`src/rtl/fetch_arbiter_pkg.sv`:
```
// Shared definitions for the instruction-fetch read arbiter: state encoding,
// parameter defaults and a one-hot to index helper.
package fetch_arbiter_pkg;

    typedef enum logic [0:0] {
        ST_IDLE = 1'b0,
        ST_BUSY = 1'b1
    } arb_state_e;

    localparam int NREQ_DEF     = 4;
    localparam int MAX_HOLD_DEF = 8;
    localparam int TIMEOUT_DEF  = 255;

    // Requester counts never exceed 8, so a 3-bit index covers every build.
    function automatic logic [2:0] onehot_to_idx(input logic [7:0] oh);
        logic [2:0] idx;
        idx = 3'd0;
        for (int i = 0; i < 8; i++) begin
            idx = idx | (oh[i] ? 3'(i) : 3'd0);
        end
        return idx;
    endfunction

endpackage

```
`src/rtl/fetch_arbiter_rr_pick.sv`:
```
// Combinational round-robin selector: first requesting index after 'last',
// wrapping from NREQ-1 back to 0.
module rr_pick
    import fetch_arbiter_pkg::*;
#(
    parameter int NREQ = NREQ_DEF,
    parameter int IW   = $clog2(NREQ)
) (
    input  logic [NREQ-1:0] req,
    input  logic [IW-1:0]   last,
    output logic [NREQ-1:0] pick,
    output logic            valid
);

    logic [IW-1:0] w_idx;
    logic          w_found;

    // Walk the ring starting just after 'last'; the first hit wins.
    always_comb begin
        pick    = '0;
        w_found = 1'b0;
        w_idx   = '0;
        for (int i = 1; i <= NREQ; i++) begin
            w_idx       = IW'((int'(last) + i) % NREQ);
            pick[w_idx] = pick[w_idx] | (req[w_idx] & ~w_found);
            w_found     = w_found | req[w_idx];
        end
    end

    assign valid = |req;

endmodule

```
`src/rtl/fetch_arbiter.sv`:
```
// Round-robin arbiter multiplexing NREQ read requesters onto one WISHBONE
// read master, with per-grant transaction cap and ack timeout.
module fetch_arbiter
    import fetch_arbiter_pkg::*;
#(
    parameter int NREQ     = NREQ_DEF,
    parameter int MAX_HOLD = MAX_HOLD_DEF,
    parameter int TIMEOUT  = TIMEOUT_DEF
) (
    input  logic                 clk,
    input  logic                 rst,
    input  logic [32*NREQ-1:0]   req_adr_i,
    input  logic [NREQ-1:0]      req_stb_i,
    output logic [NREQ-1:0]      req_ack_o,
    output logic [31:0]          req_dat_o,
    output logic [31:0]          mwb_adr_o,
    output logic                 mwb_stb_o,
    input  logic                 mwb_ack_i,
    input  logic [31:0]          mwb_dat_i,
    output logic [NREQ-1:0]      grant_o,
    output logic                 timeout_o
);

    localparam int IW = $clog2(NREQ);

    arb_state_e      r_state,   w_state_nxt;
    logic [NREQ-1:0] r_grant,   w_grant_nxt;
    logic [IW-1:0]   r_gidx,    w_gidx_nxt;
    logic [IW-1:0]   r_last,    w_last_nxt;
    logic [7:0]      r_hold,    w_hold_nxt;
    logic [7:0]      r_wait,    w_wait_nxt;
    logic            r_timeout, w_timeout_nxt;

    logic [NREQ-1:0] w_pick;
    logic            w_pick_vld;
    logic [IW-1:0]   w_pick_idx;
    logic [7:0]      w_hold_inc;
    logic            w_busy;
    logic            w_ack;
    logic [31:0]     w_adr [NREQ];

    rr_pick #(.NREQ(NREQ), .IW(IW)) u_rr_pick (
        .req   (req_stb_i),
        .last  (r_last),
        .pick  (w_pick),
        .valid (w_pick_vld)
    );

    assign w_pick_idx = IW'(onehot_to_idx(8'(w_pick)));

    for (genvar k = 0; k < NREQ; k++) begin : g_adr
        assign w_adr[k] = req_adr_i[32*k +: 32];
    end

    assign w_busy     = (r_state == ST_BUSY);
    assign mwb_stb_o  = w_busy & req_stb_i[r_gidx];
    assign mwb_adr_o  = w_busy ? w_adr[r_gidx] : 32'd0;
    // Acks seen during reset or with no strobe outstanding are dropped.
    assign w_ack      = mwb_ack_i & mwb_stb_o & ~rst;
    assign req_ack_o  = r_grant & {NREQ{w_ack}};
    assign req_dat_o  = mwb_dat_i;
    assign grant_o    = r_grant;
    assign timeout_o  = r_timeout;
    assign w_hold_inc = r_hold + 8'd1;

    // Next-state and next-register logic for the IDLE/BUSY controller.
    always_comb begin
        w_state_nxt   = r_state;
        w_grant_nxt   = r_grant;
        w_gidx_nxt    = r_gidx;
        w_last_nxt    = r_last;
        w_hold_nxt    = r_hold;
        w_wait_nxt    = r_wait;
        w_timeout_nxt = 1'b0;
        case (r_state)
            ST_IDLE: begin
                if (w_pick_vld) begin
                    w_state_nxt = ST_BUSY;
                    w_grant_nxt = w_pick;
                    w_gidx_nxt  = w_pick_idx;
                    w_hold_nxt  = 8'd0;
                    w_wait_nxt  = 8'd0;
                end else begin
                    w_grant_nxt = '0;
                end
            end
            ST_BUSY: begin
                if (w_ack) begin
                    w_hold_nxt = w_hold_inc;
                    w_wait_nxt = 8'd0;
                    if (w_hold_inc == 8'(MAX_HOLD)) begin
                        w_state_nxt = ST_IDLE;
                        w_grant_nxt = '0;
                        w_last_nxt  = r_gidx;
                    end else begin
                        w_state_nxt = ST_BUSY;
                    end
                end else if (!mwb_stb_o) begin
                    w_state_nxt = ST_IDLE;
                    w_grant_nxt = '0;
                    w_last_nxt  = r_gidx;
                end else if (r_wait == 8'(TIMEOUT - 1)) begin
                    w_state_nxt   = ST_IDLE;
                    w_grant_nxt   = '0;
                    w_last_nxt    = r_gidx;
                    w_timeout_nxt = 1'b1;
                end else begin
                    w_wait_nxt = r_wait + 8'd1;
                end
            end
            default: begin
                w_state_nxt = ST_IDLE;
                w_grant_nxt = '0;
            end
        endcase
    end

    // State and datapath registers with synchronous reset.
    always_ff @(posedge clk) begin
        if (rst) begin
            r_state   <= ST_IDLE;
            r_grant   <= '0;
            r_gidx    <= '0;
            r_last    <= IW'(NREQ - 1);
            r_hold    <= 8'd0;
            r_wait    <= 8'd0;
            r_timeout <= 1'b0;
        end else begin
            r_state   <= w_state_nxt;
            r_grant   <= w_grant_nxt;
            r_gidx    <= w_gidx_nxt;
            r_last    <= w_last_nxt;
            r_hold    <= w_hold_nxt;
            r_wait    <= w_wait_nxt;
            r_timeout <= w_timeout_nxt;
        end
    end

endmodule

```
`config.mk`:
```
export PLATFORM = sky130hd
export DESIGN_NAME = fetch_arbiter
export DESIGN_NICKNAME = d
export VERILOG_FILES = /design/src/rtl/fetch_arbiter_pkg.sv /design/src/rtl/fetch_arbiter_rr_pick.sv /design/src/rtl/fetch_arbiter.sv
export SDC_FILE = /design/constraint.sdc
export NUM_CORES = 1
export LEC_CHECK = 0
export ABC_AREA = 1
export BUFFER_PORTS_ARGS = -buffer_cell sky130_fd_sc_hd__buf_2
export CORE_AREA = 2 2 93 95
export CTS_CLUSTER_DIAMETER = 150
export CTS_CLUSTER_SIZE = 24
export DETAILED_ROUTE_END_ITERATION = 8
export DIE_AREA = 0 0 95 97
export GPL_TIMING_DRIVEN = 1
export PLACE_DENSITY_LB_ADDON = 0.15
export SYNTH_ARGS = -nofsm -noshare
export SYNTH_HDL_FRONTEND = slang
export SYNTH_SLANG_ARGS = --single-unit
```
`constraint.sdc`:
```
create_clock -name clk -period 3.6 [get_ports clk]
set_input_delay 0.18 -clock clk [delete_from_list [all_inputs] [get_ports clk]]
set_output_delay 0.18 -clock clk [all_outputs]
set_load 0.005 [all_outputs]
```
==> metrics.cfg <==
[synth]
synth_cell_types=39
synth_edf_count=0
synth_top_area_share_pct=17.6
synthesis.area_um2=3090
ys_seq_area_share_pct=16.8
async_flop_share_pct=0
synth_seq_cells=26
synth_top_area_cell=nor2_1
syn_avg_cell_area_um2=5.67
post_synth_main_area_contributors=nor2_1 18%, dfxtp_1 17%, o21ai_0 11%
synthFlopType=dfxtp_1
synth_warnings=0
synthesis.nets=724
syn-instance-count=546

[critical_path]
path_class=flop to flop
crit_path_end_kind=flop
cp.arrival_ns=3.11
worstPathMaxFanout=9
critPathRequiredTime_ns=3.76
startpoint_type=flop

[drt]
wl_met3_um=797
routedWlPerCell_um=13.7
drc=0
top_layer_used=met4
via_count=3909
totalWireLength_um=10600
postRouteAntennaNets=0
wl_met1_um=4390
vias_per_cell=5.04
drt_iter0_markers=201
firstDrtPassIters=4
dr_wl_met2_um=5310

[global_routing]
grt_pass1_vias=3598
grt_use_total_pct=22.5
grt_pass1_wl_um=17100
grt_max_degree=66
antenna_found_initial=0
overflow=0

[sta]
fin_worst_skew_ns=0.00552
post-route-period-util_pct=81.7
rsz0062_at_grt=no
setup-violations-final=0
tns_ns=0
hold_viol_final=0
slew_headroom_pct=27.4
worst_slew_pin_slew_ns=1.09
period_minus_slack_ns=2.94
drv_slew=0
fmax_mhz=340

[floorplan]
initial_utilization_pct=38.0
core_area_um2=8130
dieArea_um2=9220
die_h_um=97
io_pins=241
std_cell_rows=33
die_x_um=95

[power_and_ir_drop]
power_density_nw_per_um2=540
p_leak_nw=1.93
ir_worst_vdd_v=0.000275

[clocking]
cts_inserted_buffers=3
clk_path_buf_depth=2
cts_tree=done
cts_resized=0
hold_buffers=0
postCtsSetupBuffers=0
clkTransAtPathRegs_ns=0.09
clk_latency_ns=0.27
cts_max_level=1
cts-root-buf=clkbuf_8
clock_sinks=26

[final_layout]
final_common_cell=buf_2
drive_gt1_share_pct=31.2
area_growth_pct=23.8
fin_util_pct=47.1
final_cell_mix=176 x buf_2, 145 x nor2_1, 71 x o21ai_0
fin_nets=849
antenna_cells=0

[flow_run]
max_cap_violations=0

[place]
dp_hpwl_um=8340
gp_congestion=0.863
port_buffers=176

[status]
outcome=completed

[hold_path]
hold_path_class=primary input to flop

==> cells in the mapped netlist (3+ instances only) <==
| cell | number |
|---|---|
| nor3_1 | 10 |
| o21ai_2 | 3 |
| nand2_1 | 52 |
| o21ai_0 | 71 |
| nand3_2 | 4 |
| nand3_1 | 37 |
| buf_4 | 32 |
| ha_1 | 11 |
| inv_1 | 28 |
| xor2_1 | 4 |
| buf_1 | 3 |
| dfxtp_1 | 26 |
| nand4_1 | 4 |
| o22ai_1 | 3 |
| nand2_2 | 7 |
| inv_2 | 5 |
| o21ai_1 | 5 |
| clkbuf_1 | 23 |
| nor2_1 | 145 |
| a21oi_1 | 52 |
==> flip-flops by register name, indices dropped and copies added, names as in the netlist <==
register   count
timeout_o      1
r_state        1
r_last         2
r_wait         8
grant_o        4
r_hold         8
r_gidx         2
==> routing by layer <==
layer | track usage (%) | up-vias
met3 | 5.76 | 12
met1 | 28.6 | 1731
met4 | 3.90 | 0
li1 | - | 2009
met2 | 38.6 | 157
met5 | 0 | -
==> layout make-up <==
cell class,instances,area [um2]
Sequential cell,26,522
Multi-Input combinational cell,423,2050
Clock buffer,4,55.1
Fill cell,902,4300
Tap cell,105,131
Inverter,36,154
Timing Repair Buffer,181,918
==> logic make-up (layout without fill, tap and decap cells) <==
family	count (synthesis)	in the layout	share of synthesized area, %
adder cells (fa/ha/maj)	11	11	4.45
AO/OA/AOI/OAI	138	138	23.2
buffers and inverters	97	221	16.9
flip-flops	26	26	16.8
XOR/XNOR	5	5	1.42
AND/OR/NAND/NOR	269	269	37.2
==> power breakdown <==
part / switching [mW] / internal [mW]
sequential: 0.105 / 0.328
clock: 0.0934 / 0.0978
combinational: 0.885 / 0.559
total: 1.08 / 0.985
==> final timing paths <==
path | startpoint | end | slack, ns | depth (start not counted)
max reg2reg | r_last[1] | r_gidx[1] | 0.66 | 20
max | r_last[1] | r_gidx[1] | 0.66 | 20
min | mwb_ack_i | timeout_o | 0.09 | 2
min reg2reg | grant_o[0] | grant_o[0] | 0.48 | 2
==> critical path, cell delays in order (launching register included) <==
cell	delay [ns]
dfxtp_1	0.52
bufinv_8	0.27
ha_1	0.34
inv_1	0.14
nand3_2	0.14
nand4_1	0.10
nand3_1	0.07
nand2_1	0.14
nand3_1	0.12
nand3_1	0.09
nand3_1	0.08
nand2_2	0.10
nand3_1	0.09
nand3_1	0.10
nand3_2	0.08
nand2_2	0.10
nand3_1	0.07
nand2_1	0.09
nand2_1	0.06
nor2_1	0.10
nor2_1	0.04
==> through the flow <==
stage / power [mW] / area [um2] / std cells / setup slack (ns) / hold slack [ns]
3_5_place_dp: 1.88 / 3780 / 771 / 0.704 / 0.360
4_1_cts: 2.08 / 3830 / 775 / 0.677 / 0.0940
6_report: 2.07 / 3830 / 775 / 0.659 / 0.0944
5_1_grt: 2.31 / 3830 / 775 / 0.327 / 0.0983
2_1_floorplan: 1.48 / 3090 / 546 / 0.981 / 0.256
3_3_place_gp: 1.88 / 3780 / 771 / 0.766 / 0.360
Note: power is estimated with default switching activity, not from simulation.
